**config.mk**
```make
export PLATFORM = sky130hd
export DESIGN_NAME = ram_port_arbiter
export DESIGN_NICKNAME = d
export VERILOG_FILES = /design/src/rtl/ram_port_arbiter_pkg.sv /design/src/rtl/ram_port_arbiter_rr_arb2.sv /design/src/rtl/ram_port_arbiter.sv
export SDC_FILE = /design/constraint.sdc
export NUM_CORES = 1
export LEC_CHECK = 0
export BUFFER_PORTS_ARGS = -buffer_cell sky130_fd_sc_hd__buf_2
export CORE_MARGIN = 5
export CORE_UTILIZATION = 51
export DETAILED_ROUTE_END_ITERATION = 6
export PLACE_DENSITY = 0.86
export REMOVE_ABC_BUFFERS = 1
export SETUP_SLACK_MARGIN = 0.4
export SYNTH_ARGS = -nofsm -noshare
export SYNTH_HDL_FRONTEND = slang
export SYNTH_SLANG_ARGS = --single-unit
```
**constraint.sdc**
```tcl
create_clock -name clk -period 3.2 [get_ports clk]
set_clock_uncertainty 0.2 [all_clocks]
set_input_delay 0.48 -clock clk [delete_from_list [all_inputs] [get_ports clk]]
set_output_delay 0.48 -clock clk [all_outputs]
set_load 0.01 [all_outputs]
```
**src/rtl/ram_port_arbiter_pkg.sv**
```systemverilog
// Shared types and defaults for the SUBLEQ RAM port arbiter.
// Holds the access-sequencer state encoding and the requester IDs.
package ram_port_arbiter_pkg;

   localparam int ADR_W_DEF = 8;
   localparam int DAT_W_DEF = 8;

   // Requester IDs double as bit positions in the arbiter request vector
   localparam logic REQ_CPU = 1'b0;
   localparam logic REQ_HST = 1'b1;

   typedef enum logic [1:0] {
      ST_IDLE   = 2'd0,
      ST_SETUP  = 2'd1,
      ST_STROBE = 2'd2,
      ST_HOLD   = 2'd3
   } arb_state_t;

endpackage

```
**src/rtl/ram_port_arbiter_rr_arb2.sv**
```systemverilog
// Two-way round-robin pick: a lone requester wins outright, and on contention
// the requester that was not served last wins.
module rr_arb2
   import ram_port_arbiter_pkg::*;
(
   input  logic [1:0] req,
   input  logic       last,
   output logic       owner,
   output logic       valid
);

   always_comb begin
      valid = |req;
      owner = REQ_CPU;
      if (req == 2'b11) begin
         owner = ~last;
      end else if (req[REQ_HST]) begin
         owner = REQ_HST;
      end
   end

endmodule

```
**src/rtl/ram_port_arbiter.sv**
```systemverilog
// Shares the SUBLEQ program/data RAM between the CPU control unit and the host
// loader, sequencing each granted access through SETUP/STROBE/HOLD on the RAM pins.
module ram_port_arbiter
   import ram_port_arbiter_pkg::*;
#(
   parameter int ADR_W    = ADR_W_DEF,
   parameter int DAT_W    = DAT_W_DEF,
   parameter int STRB_CYC = 1
)(
   input  logic             clk,
   input  logic             res,
   input  logic             cpu_req,
   input  logic             cpu_we,
   input  logic [ADR_W-1:0] cpu_adr,
   input  logic [DAT_W-1:0] cpu_wdat,
   output logic             cpu_gnt,
   output logic             cpu_done,
   output logic [DAT_W-1:0] cpu_rdat,
   input  logic             hst_req,
   input  logic             hst_we,
   input  logic [ADR_W-1:0] hst_adr,
   input  logic [DAT_W-1:0] hst_wdat,
   output logic             hst_gnt,
   output logic             hst_done,
   output logic [DAT_W-1:0] hst_rdat,
   output logic [ADR_W-1:0] ram_adr,
   output logic [DAT_W-1:0] ram_wdat,
   output logic             ram_dat_oe,
   input  logic [DAT_W-1:0] ram_rdat,
   output logic             ram_ena,
   output logic             ram_ope,
   output logic             ram_ctl,
   output logic             busy
);

   arb_state_t       state, next_state;
   logic [1:0]       strb_cnt;
   logic             strobe_last;
   logic             owner_q, last_q, we_q;
   logic             pick_owner, pick_valid;
   logic             grant;
   logic             sel_we;
   logic [ADR_W-1:0] sel_adr;
   logic [DAT_W-1:0] sel_wdat;
   logic             owner_nxt, we_nxt;

   rr_arb2 u_rr_arb2 (
      .req   ({hst_req, cpu_req}),
      .last  (last_q),
      .owner (pick_owner),
      .valid (pick_valid)
   );

   assign grant       = (state == ST_IDLE) && pick_valid;
   assign strobe_last = (strb_cnt == 2'(STRB_CYC - 1));
   assign sel_we      = (pick_owner == REQ_HST) ? hst_we   : cpu_we;
   assign sel_adr     = (pick_owner == REQ_HST) ? hst_adr  : cpu_adr;
   assign sel_wdat    = (pick_owner == REQ_HST) ? hst_wdat : cpu_wdat;
   assign owner_nxt   = grant ? pick_owner : owner_q;
   assign we_nxt      = grant ? sel_we     : we_q;
   assign busy        = (state != ST_IDLE);

   always_ff @(posedge clk or posedge res) begin
      if (res) begin
         state <= ST_IDLE;
      end else begin
         state <= next_state;
      end
   end

   always_comb begin
      next_state = state;
      case (state)
         ST_IDLE:   if (pick_valid) next_state = ST_SETUP;
         ST_SETUP:  next_state = ST_STROBE;
         ST_STROBE: if (strobe_last) next_state = ST_HOLD;
         ST_HOLD:   next_state = ST_IDLE;
         default:   next_state = ST_IDLE;
      endcase
   end

   // Pins are registered from the next state so they toggle exactly on state entry
   always_ff @(posedge clk or posedge res) begin
      if (res) begin
         ram_ena    <= 1'b1;
         ram_ope    <= 1'b1;
         ram_ctl    <= 1'b1;
         ram_dat_oe <= 1'b0;
         cpu_gnt    <= 1'b0;
         hst_gnt    <= 1'b0;
         cpu_done   <= 1'b0;
         hst_done   <= 1'b0;
      end else begin
         ram_ena    <= (next_state == ST_IDLE);
         ram_ope    <= ~(~we_nxt && ((next_state == ST_SETUP) || (next_state == ST_STROBE)));
         ram_ctl    <= ~(we_nxt && (next_state == ST_STROBE));
         ram_dat_oe <= we_nxt && (next_state != ST_IDLE);
         cpu_gnt    <= (next_state != ST_IDLE) && (owner_nxt == REQ_CPU);
         hst_gnt    <= (next_state != ST_IDLE) && (owner_nxt == REQ_HST);
         cpu_done   <= (next_state == ST_HOLD) && (owner_nxt == REQ_CPU);
         hst_done   <= (next_state == ST_HOLD) && (owner_nxt == REQ_HST);
      end
   end

   // Address, data and ownership are frozen at grant so they cannot move under the strobe
   always_ff @(posedge clk or posedge res) begin
      if (res) begin
         ram_adr  <= '0;
         ram_wdat <= '0;
         owner_q  <= REQ_CPU;
         we_q     <= 1'b0;
         last_q   <= REQ_HST;
         strb_cnt <= 2'd0;
      end else begin
         if (grant) begin
            ram_adr  <= sel_adr;
            ram_wdat <= sel_wdat;
            owner_q  <= pick_owner;
            we_q     <= sel_we;
            last_q   <= pick_owner;
         end
         if ((state == ST_STROBE) && !strobe_last) begin
            strb_cnt <= strb_cnt + 2'd1;
         end else begin
            strb_cnt <= 2'd0;
         end
      end
   end

   always_ff @(posedge clk or posedge res) begin
      if (res) begin
         cpu_rdat <= '0;
         hst_rdat <= '0;
      end else if ((state == ST_STROBE) && strobe_last && !we_q) begin
         if (owner_q == REQ_CPU) begin
            cpu_rdat <= ram_rdat;
         end else begin
            hst_rdat <= ram_rdat;
         end
      end
   end

endmodule
```
* Word-level counts from Yosys, hierarchy flattened
Index checks and enable logic that the tools add are counted.
** Word-level totals
- Output and inout port bits :: 41
- Flip-flop bits (word level) :: 47
** Operators by class
- $add $sub $neg :: 1
- Reductions and logical operators :: 22
- Bitwise gates (word level) :: 6
- Muxes and demuxes :: 11
- Equal/unequal tests :: 7
** Operator list (count)
- 8-bit 2-to-1 mux :: 2
- 1-bit logical AND :: 11
- 2-bit equality test, second input constant :: 5
- 2-bit one-hot mux with 4 select lines :: 1
- 2-bit logical NOT :: 3
- 2-bit 2-to-1 mux :: 3
- 1-bit NOT :: 6
- 1-bit 2-to-1 mux :: 5
- 2-bit by 1-bit equality test with 1-bit output, second input constant :: 2
- 2-bit AND reduction :: 2
- 2-bit nonzero test :: 2
- 2-bit by 1-bit adder with 2-bit output, second input constant :: 1
- 1-bit logical NOT :: 2
- 2-bit OR reduction :: 1
- 1-bit logical OR :: 1

* Depth between registers and ports, before layout
Gate-level depths: netlist of run 1.
- Word-level depth :: 7
- Depth in mapped cells :: 7
- Depth with buffers taken out :: 7

* Cells and area by module
From an unflattened synthesis of run 1, not the netlist that was laid out.
** Unflattened totals
- Cell total of the unflattened synthesis :: 163
- Area, all modules :: 2102.0 µm²
** By module, submodules not included
- ram_port_arbiter :: times used 1, seq. area each 1181.1 µm², cells an instance 161, area an instance 2088.3 µm²
- rr_arb2 :: times used 1, seq. area each 0.0 µm², cells an instance 2, area an instance 13.8 µm²

* Worst setup path after synthesis of run 1
Ideal clock, no wire load.
- Path type :: input -> register
- Start :: input port cpu_req
- End :: register ram_ctl
- Slack :: 1.422 ns
- Arrival time :: 1.490 ns
- Required time :: 2.912 ns
- Stages :: 6
- Path buffers :: 1
- Cells stage by stage :: buf_4 -> nor2_1 -> a21oi_1 -> o22ai_1 -> ha_1 -> or3b_1
** On the way
- Longest elaborated chain between the ends :: 6
- Elaborated cells between the ends (all ways) :: 11
- Those cells by class :: 2 x eq/ne; 5 x mux; 1 x bitwise; 3 x reduce/logical
** RTL lines
- from (decl) :: line ram_port_arbiter.sv:12 : input logic cpu_req,
- 2-bit OR reduction or 2-bit equality test (tied branches) :: line ram_port_arbiter_rr_arb2.sv:13, ram_port_arbiter_rr_arb2.sv:15
- 2-bit 2-to-1 mux or 1-bit 2-to-1 mux (tied branches) :: line ram_port_arbiter.sv:74, ram_port_arbiter_rr_arb2.sv:15
- 2-bit one-hot mux with 4 select lines or 1-bit 2-to-1 mux (tied branches) :: line ram_port_arbiter.sv:73, ram_port_arbiter.sv:56
- 2-bit equality test or 1-bit 2-to-1 mux (tied branches)
- 1-bit logical AND (*) :: line ram_port_arbiter.sv:96 : ram_ctl <= ~(we_nxt && (next_state == ST_STROBE));
- 1-bit NOT (*) :: line ram_port_arbiter.sv:96
- to (signal assigned) :: line ram_port_arbiter.sv:96
- to (decl) :: line ram_port_arbiter.sv:32 : output logic ram_ctl,
Mark *: on every way between the ends. The rest lies on a longest branch, timed or not.
A chain may end at the register's enable or synchronous reset.

* Final worst setup path of run 1
- Start :: register state[0]
- End :: register ram_ctl
** On the way
- Longest elaborated chain between the ends :: 5
- Elaborated cells between the ends (all ways) :: 12
- Those cells by class :: 4 x eq/ne; 4 x mux; 1 x bitwise; 3 x reduce/logical
** RTL lines
- from (decl) :: line ram_port_arbiter.sv:36 : arb_state_t state, next_state;
- from (signal assigned) :: line ram_port_arbiter.sv:67 : state <= next_state;
- 2-bit equality test (tied with other cells) :: line ram_port_arbiter.sv:73 : case (state)
- 2-bit one-hot mux with 4 select lines or 1-bit logical AND (tied branches) :: line ram_port_arbiter.sv:73, ram_port_arbiter.sv:54
- 2-bit equality test or 1-bit 2-to-1 mux (tied branches)
- 1-bit logical AND (*) :: line ram_port_arbiter.sv:96
- 1-bit NOT (*) :: line ram_port_arbiter.sv:96
Marks and branches as above.

==> impl_results.md, run 1 <==
* # rows at 23
* Syn Inst Count at 179
* Synth warn at 0
* Fmax achieved at 0.468 GHz
* Max IR drop VDD at 0.000457 V
* Diodes inserted at 0
* GRT Total Usage at 0.168
* Setup Viol. Count Final at 0
* Library cells used by synthesis at 30
* Gr ovfl total at 0
* Worst path bufs/invs at 1
* Status: completed
* Part of the cycle the worst path needs at 0.667
* Die height at 73.1 um
* Largest net degree at the start of global routing at 48
* Relative slew slack at 0.365
* Combinational power share at 0.431
* Leakage at 1.30 nW
* Final hold violation count at 0
* XOR/XNOR Fraction of Synth Area at 0
* Min-delay worst type: input pin to asynchronous set/reset pin
* Nets at 319
* I/O Pins at 87
* Multiplexer share of the synthesized area at 0.0888
* Max layer used: met4
* Async S/R FF share, synth at 1.00
* Detailed-route DRC error count at 0
* Tightest Pin Transition at 0.952 ns
* CTS tree: built
* Initial core utilization at 0.518
* DRT iter0 DRCs at 58
* Synthesized area per cell at 11.3 um^2
* Post-Synth Adder-Cell Area at 0.0494
* Setup TNS Final at 0 ns
* Global placement routability congestion at 0.800
* Placed cell count at 308
* Tmin final at 2.14 ns
* DIE WIDTH at 73.1 um
* Crit path max-delay cell type: o21a_1
* Power per cell area at 990 nW/um^2
* Wire length on met1 at 1.65 mm
* Root Buffer: clkbuf_8
* Clock latency on the worst-skew pair at 0.29 ns
* PortBufs at 86
* Htree depth at 2
* Die area at 5340 um^2
* P_sw at 0.941 mW
* Met2 routed wirelength at 2.18 mm
* Sequential power share at 0.402
* Post-synthesis sequential area ratio at 0.582
* Post-synthesis instance area at 2030 um^2
* Vias at 1593
* Hold-fix buffers, CTS at 0
* CP delay by family, top: simple AND/OR/NAND/NOR gates
* Longest Clk Path Bufs at 2
* Layout cells sized above 1 at 0.447
* CP Capture Type: flip-flop
* RSZ-0062 raised after global routing: no
* Routed length per instance at 13.5 um
* First-pass GRT wire length at 6.92 mm
* Main combinational cell family by area after synthesis: compound AO/OA/AOI/OAI gates
* Area growth from synthesis to layout at 28.0%
* Post-synth EDFFs at 0
* TritonRoute pass-1 iters at 6
* Most frequent cells in the layout: buf_2 (86), dfrtp_1 (43), a21oi_1 (33)
* Layout Cells excl Fill at 316
* Avg Vias per Cell at 5.04
* Max-cap viol count at 0
* Crit path largest cell delay at 0.54 ns
* Clock sink count at 47
* Crit Path Max Fanout at 17
* Vias in the first global route at 1540
* WP depth at 5
* Worst reg2reg path depth at 5
* CP startpoint kind: flip-flop
* Setup WS post-layout at 1.06 ns
* CORE AREA at 3910 um^2
* Int Pwr at 1.63 mW
* CTS resizes at 0
* Post-DP HPWL at 3.22 mm
* Reg clk slew, reported paths at 0.09 ns
* Synthesis-stage register bit count at 47
* Critical Setup Path Class: flip-flop to flip-flop
* Switch share at 0.366
* Post-DRT Antenna Nets at 0
* Placement Setup Slack at 1.06 ns
* Post-CTS setup buffer count at 0
* Commonest non-fill, non-tap cell in the layout: buf_2
* Critical path required time at 3.21 ns
* Predominant post-synthesis flop cell: dfrtp_1
* Total routed wirelength at 4.27 mm
* Met3 Wirelength at 376 um
* Area share of and/or/nand/nor cells after synthesis at 0.115
* Critical Path AT at 2.15 ns
* Total CTS buffers at 5
* CP Cell Sequence: inv_1 > ha_1 > o21a_1 > nor2_1 > or3b_1
* Initial antenna violation count at 0
* Max-slew violation count at 0
* Post-synthesis compound-gate area fraction at 0.131
* Clock Power Share at 0.167
cells by family (layout without fill, tap and decap cells):
group / count (synthesis) / in the layout
buf+inv: 14 / 101
compound gates: 43 / 43
fa+ha+maj: 8 / 8
simple gates: 51 / 51
flops: 47 / 47
mux: 16 / 16
worst paths after layout:
check / endpoint / slack, ns / start
max reg2reg: ram_ctl / 1.06 / state[0]
min reg2reg: strb_cnt[0] / 0.25 / strb_cnt[0]
min in group clk: ram_adr[5] / 0.21 / cpu_adr[5]
max in group asynchronous: hst_rdat[5] / 2.01 / res
max: ram_ctl / 1.06 / state[0]
min: cpu_rdat[3] / 0.18 / res
power groups by stage:
stage | logic (mW) | clock network (mW) | registers, mW
5_1_grt | 1.24 | 0.475 | 1.07
3_5_place_dp | 1.12 | 0 | 1.04
3_3_place_gp | 1.09 | 0 | 1.03
2_1_floorplan | 0.583 | 0 | 1.16
4_1_cts | 1.13 | 0.446 | 1.03
6_report | 1.11 | 0.430 | 1.03
cells in the mapped netlist (all sizes together) (2+ instances only):
| master | number | area (um^2) |
|---|---|---|
| a21oi | 33 | 165 |
| ha | 8 | 100 |
| nor2 | 21 | 78.8 |
| nor3 | 2 | 21.3 |
| and2 | 2 | 12.5 |
| nand2 | 20 | 75.1 |
| o21ai | 2 | 13.8 |
| buf | 5 | 33.8 |
| mux2 | 16 | 180 |
| inv | 7 | 26.3 |
| dfrtp | 43 | 1080 |
| nor2b | 2 | 12.5 |
| dfstp | 4 | 105 |
| clkbuf | 2 | 7.51 |
layout make-up:
class	count	area (um^2)
clock inverters	3	47.5
inverters	7	26.3
clock buffers	5	68.8
multi-input cells	118	779
flip-flops and latches	47	1180
fillers	336	1320
repair buffers	86	430
well taps	50	62.6
per-stage QoR:
step / hold slack, ns / util / power [mW] / area, um^2
5_1_grt: 0.197 / 0.663 / 2.78 / 2600
3_5_place_dp: 0.239 / 0.634 / 2.17 / 2480
4_1_cts: 0.196 / 0.663 / 2.61 / 2600
2_1_floorplan: 0.207 / - / 1.74 / 1990
3_3_place_gp: 0.220 / 0.634 / 2.13 / 2480
6_report: 0.180 / 0.663 / 2.57 / 2600
layer usage:
metal / GRT usage / vias to the layer above
met1: 0.201 / 749
met5: 0 / -
li1: - / 779
met3: 0.0565 / 9
met2: 0.279 / 56
met4: 0.0615 / 0
sequential cells by signal, indices dropped and copies added (netlist names), 2 cells and up:
signal / flops
ram_adr: 8
cpu_rdat: 8
state: 2
strb_cnt: 2
ram_wdat: 8
hst_rdat: 8
Note: power is estimated with default switching activity, not from simulation.
==> run 2, diff against run 1 <==
Settings changed: CORE_UTILIZATION 51 to 47, PLACE_DENSITY 0.86 to 0.8.
Clock period 3.2 ns to 2.2 ns, I/O delays scaled along.
==> impl_results.md, run 2 (synthesis results as in run 1) <==
* Status: completed (unchanged)
* Critical Path AT at 1.85 ns (was 2.15 ns)
* Most frequent cells in the layout: buf_2 (86), dfrtp_1 (43), a21oi_1 (32) (was buf_2 (86), dfrtp_1 (43), a21oi_1 (33))
* CP Cell Sequence: inv_2 > ha_4 > a21oi_2 > o22ai_2 > ha_2 > or3b_1 (was inv_1 > ha_1 > o21a_1 > nor2_1 > or3b_1)
* Longest Clk Path Bufs at 2 (unchanged)
* First-pass GRT wire length at 7.15 mm (was 6.92 mm)
* Layout cells sized above 1 at 0.509 (was 0.447)
* Die area at 5730 um^2 (was 5340 um^2)
* I/O Pins at 87 (unchanged)
* Leakage at 1.38 nW (was 1.30 nW)
* Critical path required time at 2.22 ns (was 3.21 ns)
* Die height at 75.7 um (was 73.1 um)
* Hold slack final at 0.0633 ns (was 0.180 ns)
* Avg Vias per Cell at 5.06 (was 5.04)
* Diodes inserted at 0 (unchanged)
* Routed length per instance at 15.0 um (was 13.5 um)
* CTS tree: built (unchanged)
* Detailed-route DRC error count at 0 (unchanged)
* Setup Viol. Count Final at 0 (unchanged)
* TritonRoute pass-1 iters at 4 (was 6)
* Total CTS buffers at 5 (unchanged)
* Initial antenna violation count at 0 (unchanged)
* Htree depth at 2 (unchanged)
* Root Buffer: clkbuf_8 (unchanged)
* Global placement routability congestion at 0.743 (was 0.800)
* DRT iter0 DRCs at 74 (was 58)
* Total routed wirelength at 4.96 mm (was 4.27 mm)
* Layout Cells excl Fill at 331 (was 316)
* Largest net degree at the start of global routing at 30 (was 48)
* Area growth from synthesis to layout at 38.3% (was 28.0%)
* Vias at 1675 (was 1593)
* Crit path max-delay cell type: dfrtp_1 (was o21a_1)
* Critical Setup Path Class: flip-flop to flip-flop (unchanged)
* CP Capture Type: flip-flop (unchanged)
* Vias in the first global route at 1585 (was 1540)
* Tightest Pin Transition at 0.591 ns (was 0.952 ns)
* Clock latency on the worst-skew pair at 0.29 ns (about the same)
* Placed cell count at 314 (was 308)
* Crit Path Max Fanout at 4 (was 17)
* Reg clk slew, reported paths at 0.09 ns (about the same)
* Crit path largest cell delay at 0.40 ns (was 0.54 ns)
* Tmin final at 1.82 ns (was 2.14 ns)
* Post-DP HPWL at 3.58 mm (was 3.22 mm)
* Final hold violation count at 0 (unchanged)
* Fmax achieved at 0.548 GHz (was 0.468 GHz)
* Nets at 334 (was 319)
* DIE WIDTH at 75.7 um (was 73.1 um)
* Post-DRT Antenna Nets at 0 (unchanged)
* GRT Total Usage at 0.168 (about the same)
* Gr ovfl total at 0 (unchanged)
* Initial core utilization at 0.496 (was 0.518)
* Clock sink count at 47 (unchanged)
* Power per cell area at 1480 nW/um^2 (was 990 nW/um^2)
* Setup TNS Final at 0 ns (unchanged)
* Part of the cycle the worst path needs at 0.829 (was 0.667)
* Placement Setup Slack at 0.270 ns (was 1.06 ns)
* Max IR drop VDD at 0.000732 V (was 0.000457 V)
* # rows at 23 (unchanged)
* Max-slew violation count at 0 (unchanged)
* PortBufs at 86 (unchanged)
* CORE AREA at 4090 um^2 (was 3910 um^2)
* Relative slew slack at 0.606 (was 0.365)
* Commonest non-fill, non-tap cell in the layout: buf_2 (unchanged)
* CP startpoint kind: flip-flop (unchanged)
* RSZ-0062 raised after global routing: yes (was no)
* Min-delay worst type: input pin to flip-flop (was input pin to asynchronous set/reset pin)
* Setup WS post-layout at 0.375 ns (was 1.06 ns)
* Max-cap viol count at 0 (unchanged)
* Fin util at 0.686 (was 0.663)
==> run 2: cell types whose count changed in the layout (fill, tap and decap cells not counted), moves of 2 or more <==
cell,change
ha_1,-5
ha_4,+4
buf_4,+13
inv_2,+2
inv_1,-2
==> run 2: repair_timing <==
item,in CTS,in global routing
endpoints found under the hold margin,26,0
setup endpoints to repair,20,27
setup buffers,5,3
gates resized for setup,2,14
pin swaps,3,5
hold buffers,1,0
==> run 2: final cells by class <==
cell class                 instances  area (um^2)
fill                             314         1280
sequential                        47         1180
multi-input combinational        118          850
timing repair buffer             101          549
clock buffer                       5         68.8
clock inverter                     3         67.6
tap                               50         62.6
inverter                           7         26.3
==> run 2: where the power goes <==
| group | internal [mW] | total [mW] | switching (mW) |
|---|---|---|---|
| combinational | 0.903 | 1.90 | 0.993 |
| sequential | 1.30 | 1.50 | 0.207 |
| clock | 0.453 | 0.740 | 0.287 |
| total | 2.65 | 4.14 | 1.49 |
==> run 2: stage by stage <==
stage               instance area (um^2)  power [mW]
floorplan                           1990        2.53
global placement                    2520        3.13
detailed placement                  2520        3.21
CTS                                 2720        4.01
global route                        2810        4.45
finish                              2810        4.14
==> run 2: worst max-delay path: cells and delay by family, from the launching register on <==
family	cells	cell delay [ns]
AO/OA/AOI/OAI	2	0.27
adder cells (fa/ha/maj)	2	0.40
buffers and inverters	1	0.14
flip-flops	1	0.40
AND/OR/NAND/NOR	1	0.34
==> run 2: final timing paths <==
| kind | start | to | slack (ns) | cells after the start |
|---|---|---|---|---|
| setup / recovery | state[0] | ram_ctl | 0.38 | 6 |
| hold / removal | cpu_wdat[7] | ram_wdat[7] | 0.06 | 3 |
| setup reg to reg | state[0] | ram_ctl | 0.38 | 6 |
| hold reg to reg | hst_rdat[1] | hst_rdat[1] | 0.31 | 1 |
| max in group asynchronous | res | ram_ope | 0.71 | 4 |
| min in group asynchronous | res | cpu_rdat[2] | 0.46 | 3 |
==> run 2: metal layers <==
metal	up-vias	global-route usage	routed length [um]
met1	798	0.211	2020
li1	809	-	-
met5	-	0	0
met3	4	0.0554	444
met2	64	0.283	2460
met4	0	0.0350	36
